==> config.mk <==
export PLATFORM = sky130hd
export DESIGN_NAME = sec_tick_gen
export DESIGN_NICKNAME = d
export VERILOG_FILES = /design/src/rtl/sec_tick_gen.sv
export SDC_FILE = /design/constraint.sdc
export NUM_CORES = 1
export LEC_CHECK = 0
export CAP_MARGIN = 20
export CORE_MARGIN = 2
export CORE_UTILIZATION = 50
export CTS_CLUSTER_DIAMETER = 80
export DETAILED_ROUTE_END_ITERATION = 12
export MAX_ROUTING_LAYER = met4
export PLACE_DENSITY_LB_ADDON = 0.2
export SLEW_MARGIN = 40
export SYNTH_ARGS = -nofsm -noshare
export SYNTH_HDL_FRONTEND = slang
export SYNTH_SLANG_ARGS = --single-unit
==> constraint.sdc <==
create_clock -name clk -period 3.4 [get_ports clk]
set_clock_uncertainty 0.2 [all_clocks]
set_input_delay 0.68 -clock clk [delete_from_list [all_inputs] [get_ports clk]]
set_output_delay 0.68 -clock clk [all_outputs]
set_load 0.1 [all_outputs]
==> src/rtl/sec_tick_gen.sv <==
// Seconds source for the stopwatch: 1 Hz square wave, 1-cycle tick and 0..59 count with run/pause/clear.
// Define DEBOUNCE_EN to build the per-button debounce filter; otherwise the synchronised level is used.
module sec_tick_gen #(
  parameter int unsigned CLK_HZ          = 50_000_000,
  parameter int unsigned DEBOUNCE_CYCLES = 500_000
) (
  input  logic       clk,
  input  logic       rst_n,
  input  logic       btn_run,
  input  logic       btn_clr,
  output logic       sec,
  output logic       sec_tick,
  output logic [5:0] r_second,
  output logic       running
);

  localparam int unsigned       PrescW    = $clog2(CLK_HZ);
  localparam logic [PrescW-1:0] PrescLast = PrescW'(CLK_HZ - 1);
  localparam logic [PrescW-1:0] PrescHalf = PrescW'(CLK_HZ / 2 - 1);

  typedef enum logic [1:0] {StIdle, StRun, StPause} state_e;

  if (CLK_HZ < 4 || (CLK_HZ % 2) != 0 || DEBOUNCE_CYCLES == 0) begin : g_param_err
    $error("sec_tick_gen: CLK_HZ must be even and >= 4, DEBOUNCE_CYCLES must be >= 1");
  end

  logic r_run_s1, r_run_s2, r_clr_s1, r_clr_s2;
  logic w_run_flt, w_clr_flt;
  logic r_run_prev, r_clr_prev, r_run_p, r_clr_p;

  always_ff @(posedge clk) begin
    if (!rst_n) begin
      r_run_s1 <= 1'b0;
      r_run_s2 <= 1'b0;
      r_clr_s1 <= 1'b0;
      r_clr_s2 <= 1'b0;
    end else begin
      r_run_s1 <= btn_run;
      r_run_s2 <= r_run_s1;
      r_clr_s1 <= btn_clr;
      r_clr_s2 <= r_clr_s1;
    end
  end

`ifdef DEBOUNCE_EN
  localparam int unsigned    DbW    = $clog2(DEBOUNCE_CYCLES + 1);
  localparam logic [DbW-1:0] DbLast = DbW'(DEBOUNCE_CYCLES - 1);

  logic [DbW-1:0] r_run_cnt, r_clr_cnt;
  logic           r_run_flt, r_clr_flt;

  // A level is accepted only after disagreeing with the filter for DEBOUNCE_CYCLES straight cycles.
  always_ff @(posedge clk) begin
    if (!rst_n) begin
      r_run_cnt <= '0;
      r_clr_cnt <= '0;
      r_run_flt <= 1'b0;
      r_clr_flt <= 1'b0;
    end else begin
      if (r_run_s2 == r_run_flt) begin
        r_run_cnt <= '0;
      end else if (r_run_cnt == DbLast) begin
        r_run_flt <= r_run_s2;
        r_run_cnt <= '0;
      end else begin
        r_run_cnt <= r_run_cnt + DbW'(1);
      end
      if (r_clr_s2 == r_clr_flt) begin
        r_clr_cnt <= '0;
      end else if (r_clr_cnt == DbLast) begin
        r_clr_flt <= r_clr_s2;
        r_clr_cnt <= '0;
      end else begin
        r_clr_cnt <= r_clr_cnt + DbW'(1);
      end
    end
  end

  assign w_run_flt = r_run_flt;
  assign w_clr_flt = r_clr_flt;
`else
  assign w_run_flt = r_run_s2;
  assign w_clr_flt = r_clr_s2;
`endif

  always_ff @(posedge clk) begin
    if (!rst_n) begin
      r_run_prev <= 1'b0;
      r_clr_prev <= 1'b0;
      r_run_p    <= 1'b0;
      r_clr_p    <= 1'b0;
    end else begin
      r_run_prev <= w_run_flt;
      r_clr_prev <= w_clr_flt;
      r_run_p    <= w_run_flt & ~r_run_prev;
      r_clr_p    <= w_clr_flt & ~r_clr_prev;
    end
  end

  state_e r_state, w_state_next;

  always_ff @(posedge clk) begin
    if (!rst_n) begin
      r_state <= StIdle;
    end else begin
      r_state <= w_state_next;
    end
  end

  always_comb begin
    w_state_next = r_state;
    if (r_clr_p) begin
      w_state_next = StIdle;
    end else if (r_run_p) begin
      case (r_state)
        StIdle:  w_state_next = StRun;
        StRun:   w_state_next = StPause;
        StPause: w_state_next = StRun;
        default: w_state_next = StIdle;
      endcase
    end
  end

  logic [PrescW-1:0] r_presc, w_presc_next;
  logic              r_sec, w_sec_next;
  logic              r_tick, w_tick_next;
  logic [5:0]        w_second_next;
  logic              r_running, w_running_next;
  logic              w_advance;

  // The prescaler only moves in cycles that start and stay in RUN, so a pause freezes it exactly.
  always_comb begin
    w_advance      = (r_state == StRun) && (w_state_next == StRun);
    w_presc_next   = r_presc;
    w_sec_next     = r_sec;
    w_tick_next    = 1'b0;
    w_second_next  = r_second;
    w_running_next = (w_state_next == StRun);
    if (r_clr_p) begin
      w_presc_next  = '0;
      w_sec_next    = 1'b0;
      w_second_next = '0;
    end else if (w_advance) begin
      if (r_presc == PrescLast) begin
        w_presc_next  = '0;
        w_tick_next   = 1'b1;
        w_sec_next    = 1'b1;
        w_second_next = (r_second == 6'd59) ? 6'd0 : r_second + 6'd1;
      end else begin
        w_presc_next = r_presc + PrescW'(1);
        if (r_presc == PrescHalf) begin
          w_sec_next = 1'b0;
        end
      end
    end
  end

  always_ff @(posedge clk) begin
    if (!rst_n) begin
      r_presc   <= '0;
      r_sec     <= 1'b0;
      r_tick    <= 1'b0;
      r_second  <= '0;
      r_running <= 1'b0;
    end else begin
      r_presc   <= w_presc_next;
      r_sec     <= w_sec_next;
      r_tick    <= w_tick_next;
      r_second  <= w_second_next;
      r_running <= w_running_next;
    end
  end

  assign sec      = r_sec;
  assign sec_tick = r_tick;
  assign running  = r_running;

endmodule

# Word level (Yosys, flattened, before mapping)
# Index checks and enable logic that the tools add are counted.
# word_totals
inputBits	4
regBits	45
wordCells	44
# op_classes
reduce_logical	8
muxes	8
n_addsub	2
bitwise_logic	6
n_eq_ne	6
# op_table
operator	n
$add A26 B1 Y26 const B	1
$eq A26 B25 Y1 const B	1
$eq A26 B26 Y1 const B	1
$mux W26	1
$add A6 B1 Y6 const B	1
$eq A6 B6 Y1 const B	1
$mux W6	1
$eq A2 B1 Y1 const B	2
$mux W2	2
$not A1 Y1	4
$pmux W2 S2	1
$reduce_and A2 Y1	2
$reduce_or A2 Y1	2
$mux W1	3
$reduce_or A3 Y1	1
$and A1 B1 Y1	2
$eq A2 B2 Y1 const B	1
$logic_not A2 Y1	1
$reduce_bool A2 Y1	1
$logic_and A1 B1 Y1	1

# Depth between registers and ports, before layout
# depth
ltp_word	9
ltp_mapped	6
depth_no_buf	5

# Least setup slack after synthesis
# No wires, ideal clock.
# synth_path
kind	reg-to-reg
start	register r_second[1]
end	register r_second[2]
n_path_buf	0
synth_period_minus_slack_ps	2415
path_stages_with_launch	6
arrival_time_ps	2034
setup_slack_ps	985
path_cell_list	dfxtp_1 ha_1 nand4_1 or2_2 a41oi_1 a311oi_1
# synth_between
elab_chain_len	2
# synth_lines
item	line_no	rtl
from (decl)	13	output logic [5:0] r_second,
from (signal assigned)	169	r_second <= w_second_next;
$add A6 B1 Y6 / $eq A6 B6 Y1 (equally long branches)	148	w_second_next = (r_second == 6'd59) ? 6'd0 : r_second + 6'd1;
$mux W6 (*)	148	
# Mark *: on every way between the ends. The rest lies on a longest branch, timed or not.
# A chain may end at the register's enable or synchronous reset.

# Worst setup path in the final report
# layout_path
start	register r_presc[11]
end	register r_presc[10]
# layout_between
elab_chain_len	2
# layout_lines
item	line_no	rtl
from (decl)	124	logic [PrescW-1:0] r_presc, w_presc_next;
from (signal assigned)	166	r_presc <= w_presc_next;
$eq A26 B26 Y1	144	if (r_presc == PrescLast) begin
$mux W26	144	
# Every way passes these cells.

==> flow_summary.ini <==
[status]
status = completed

[clock_network]
clk_latency_ns = 0.31
cts-buffers-inserted = 5
cts_tree = built
postCtsHoldBufs = 0
post_cts_buffers = 0
cts_sinks = 45
cts_root_buffer = clkbuf_8
cts_resized = 0
h-tree-depth = 2
clock_path_buffers = 2
clk_pin_slew_ns = 0.08

[synthesis]
synth-edff-count = 0
synth_fp_nets = 247
synthCells = 240
synth_area_per_cell_um2 = 9.03
seq_area_frac_synth = 0.415
async_reset_ff_frac = 0
ys_ff_latch = 45
yosys_warnings = 0
synth_flop_cell = dfxtp_1
synth_cell_types = 43
synthesis.area_um2 = 2170

[layout]
antennaDiodeCount = 0
nFillCells = 369
largest_register_ff_count = 26
largest_register = r_presc
area_growth_pct = 11.8
layout-drive-gt1-share = 0.130
final_cells = 304
reg_top3 = r_presc x26, r_second x6, r_state x2
nNetsFinal = 260
final_cell_mix = dfxtp_1 (45), a21oi_1 (24), nand2_1 (14)
final_common_cell = dfxtp_1

[detailed_routing]
drt-initial-drc-count = 97
avgRoutedWirePerCell_um = 14.8
vias_per_cell = 6.07
vias = 1845
wl_mm = 4.50
drc_errors = 0
ant_nets = 0
firstDrtPassIters = 4

[run]
max_cap_viol_count = 0

[power_and_ir_drop]
p_leak_nw = 0.772
power_density_nw_per_um2 = 401
ir_worst_vdd_mv = 0.299

[floorplanning]
ios = 13
die_area_um2 = 4880
core_um2 = 4090
die_x_um = 69.9
die_y_um = 69.9
start_util = 0.531
core.rowCount = 23

[critical_path]
required_ns = 3.39
cp_slowest_cell = or4_4
crit_family = simple AND/OR/NAND/NOR gates
startpoint_type = register
r2r_slack_ns = 0.81
path_max_fanout = 9
crit_buf_inv = 1
path_cells = or4b_1 -> or4_4 -> o31ai_4 -> buf_4 -> a21oi_1
endpoint_kind = register
crit_arrival_ns = 2.58
setup.worst_path.class = reg2reg
max_stage_delay_ns = 0.58

[timing]
finalSetupViolCount = 0
final.setup.tns_ns = 0
rsz0062_at_grt = false
fin_crit_ns = 2.59
drv_slew = 0
max_freq_ghz = 0.386
finalHoldViolCount = 0
maxSlewHeadroom = 0.485
worst_pin_slew_ns = 0.766
fin_crit_sh = 0.761
hold-worst-slack_ns = 0.189

[place]
placedCellCount = 296
numPortBuffers = 12
finalWeightedCongestion = 0.731
hpwlAfterDp_mm = 3.13

[grt]
grt_pass1_vias = 1641
grt_max_degree = 15
grt_pass1_wl_mm = 7.72
overflow = 0
gr-usage-all-layers = 0.200
antenna_found_initial = 0

[min_path]
hp-class = reg2reg
-- metrics by stage --
step / power, W / utilization / area (um2) / setup WS [ns]
floorplan: 0.000564 / - / 2170 / 0.985
detailed placement: 0.000575 / 0.566 / 2310 / 0.815
global placement: 0.000572 / 0.561 / 2290 / 0.547
finish: 0.000971 / 0.593 / 2420 / 0.812
CTS: 0.000977 / 0.593 / 2420 / 0.804
global route: 0.00100 / 0.593 / 2420 / 0.685
-- power by group --
part | switching [W] | internal, W
clock network | 0.000189 | 0.000221
logic | 0.0000166 | 0.0000117
registers | 0.00000268 | 0.000531
-- synth_stat cells (4+ instances only) --
cell type / instances / area (um2)
dfxtp_1: 45 / 901
a21oi_1: 24 / 120
nand2_1: 14 / 52.6
and2_1: 11 / 68.8
nand3_1: 11 / 55.1
nand4_1: 11 / 68.8
nor2_1: 10 / 37.5
or3_1: 10 / 62.6
o31ai_1: 9 / 67.6
or4_1: 8 / 60.1
clkbuf_1: 6 / 22.5
inv_1: 6 / 22.5
nand2b_1: 6 / 37.5
o21ai_0: 6 / 30.0
and3_1: 5 / 31.3
and4_1: 5 / 43.8
xor2_1: 5 / 43.8
a311oi_1: 4 / 35.0
-- metal layers --
layer | share of wire | track usage | wire length [um]
met5 | 0 | - | 0
met4 | 0.011 | 0.0556 | 48
met2 | 0.44 | 0.301 | 1970
met1 | 0.51 | 0.266 | 2280
met3 | 0.045 | 0.0577 | 201
-- worst register-to-register path: stages, from the launching register on --
cell     delay [ns]
dfxtp_1        0.37
or4b_1         0.56
or4_4          0.58
o31ai_4        0.47
buf_4          0.26
a21oi_1        0.05
-- final cells by class --
type,count,area [um2],area share
Timing Repair Buffer,15,124,0.0511
Clock inverter,2,38.8,0.0160
Tap cell,50,62.6,0.0258
Inverter,6,22.5,0.00929
Sequential cell,45,901,0.372
Clock buffer,6,72.6,0.0299
Multi-Input combinational cell,180,1200,0.496
-- kinds of logic after synthesis --
logic type	share of synthesized area
AND/OR/NAND/NOR	0.342
buffers and inverters	0.0300
adder cells (fa/ha/maj)	0.0173
flip-flops	0.415
XOR/XNOR	0.0323
AO/OA/AOI/OAI	0.163
-- path summary, 6_finish.rpt --
check	startpoint	to	cells after the start
worst max-delay path	r_presc[11]	r_presc[10]	5
worst min-delay path	r_clr_prev	r_clr_p	1
worst max register to register	r_presc[11]	r_presc[10]	5
worst min register to register	r_clr_prev	r_clr_p	1
Power figures use the tool's default switching activity.
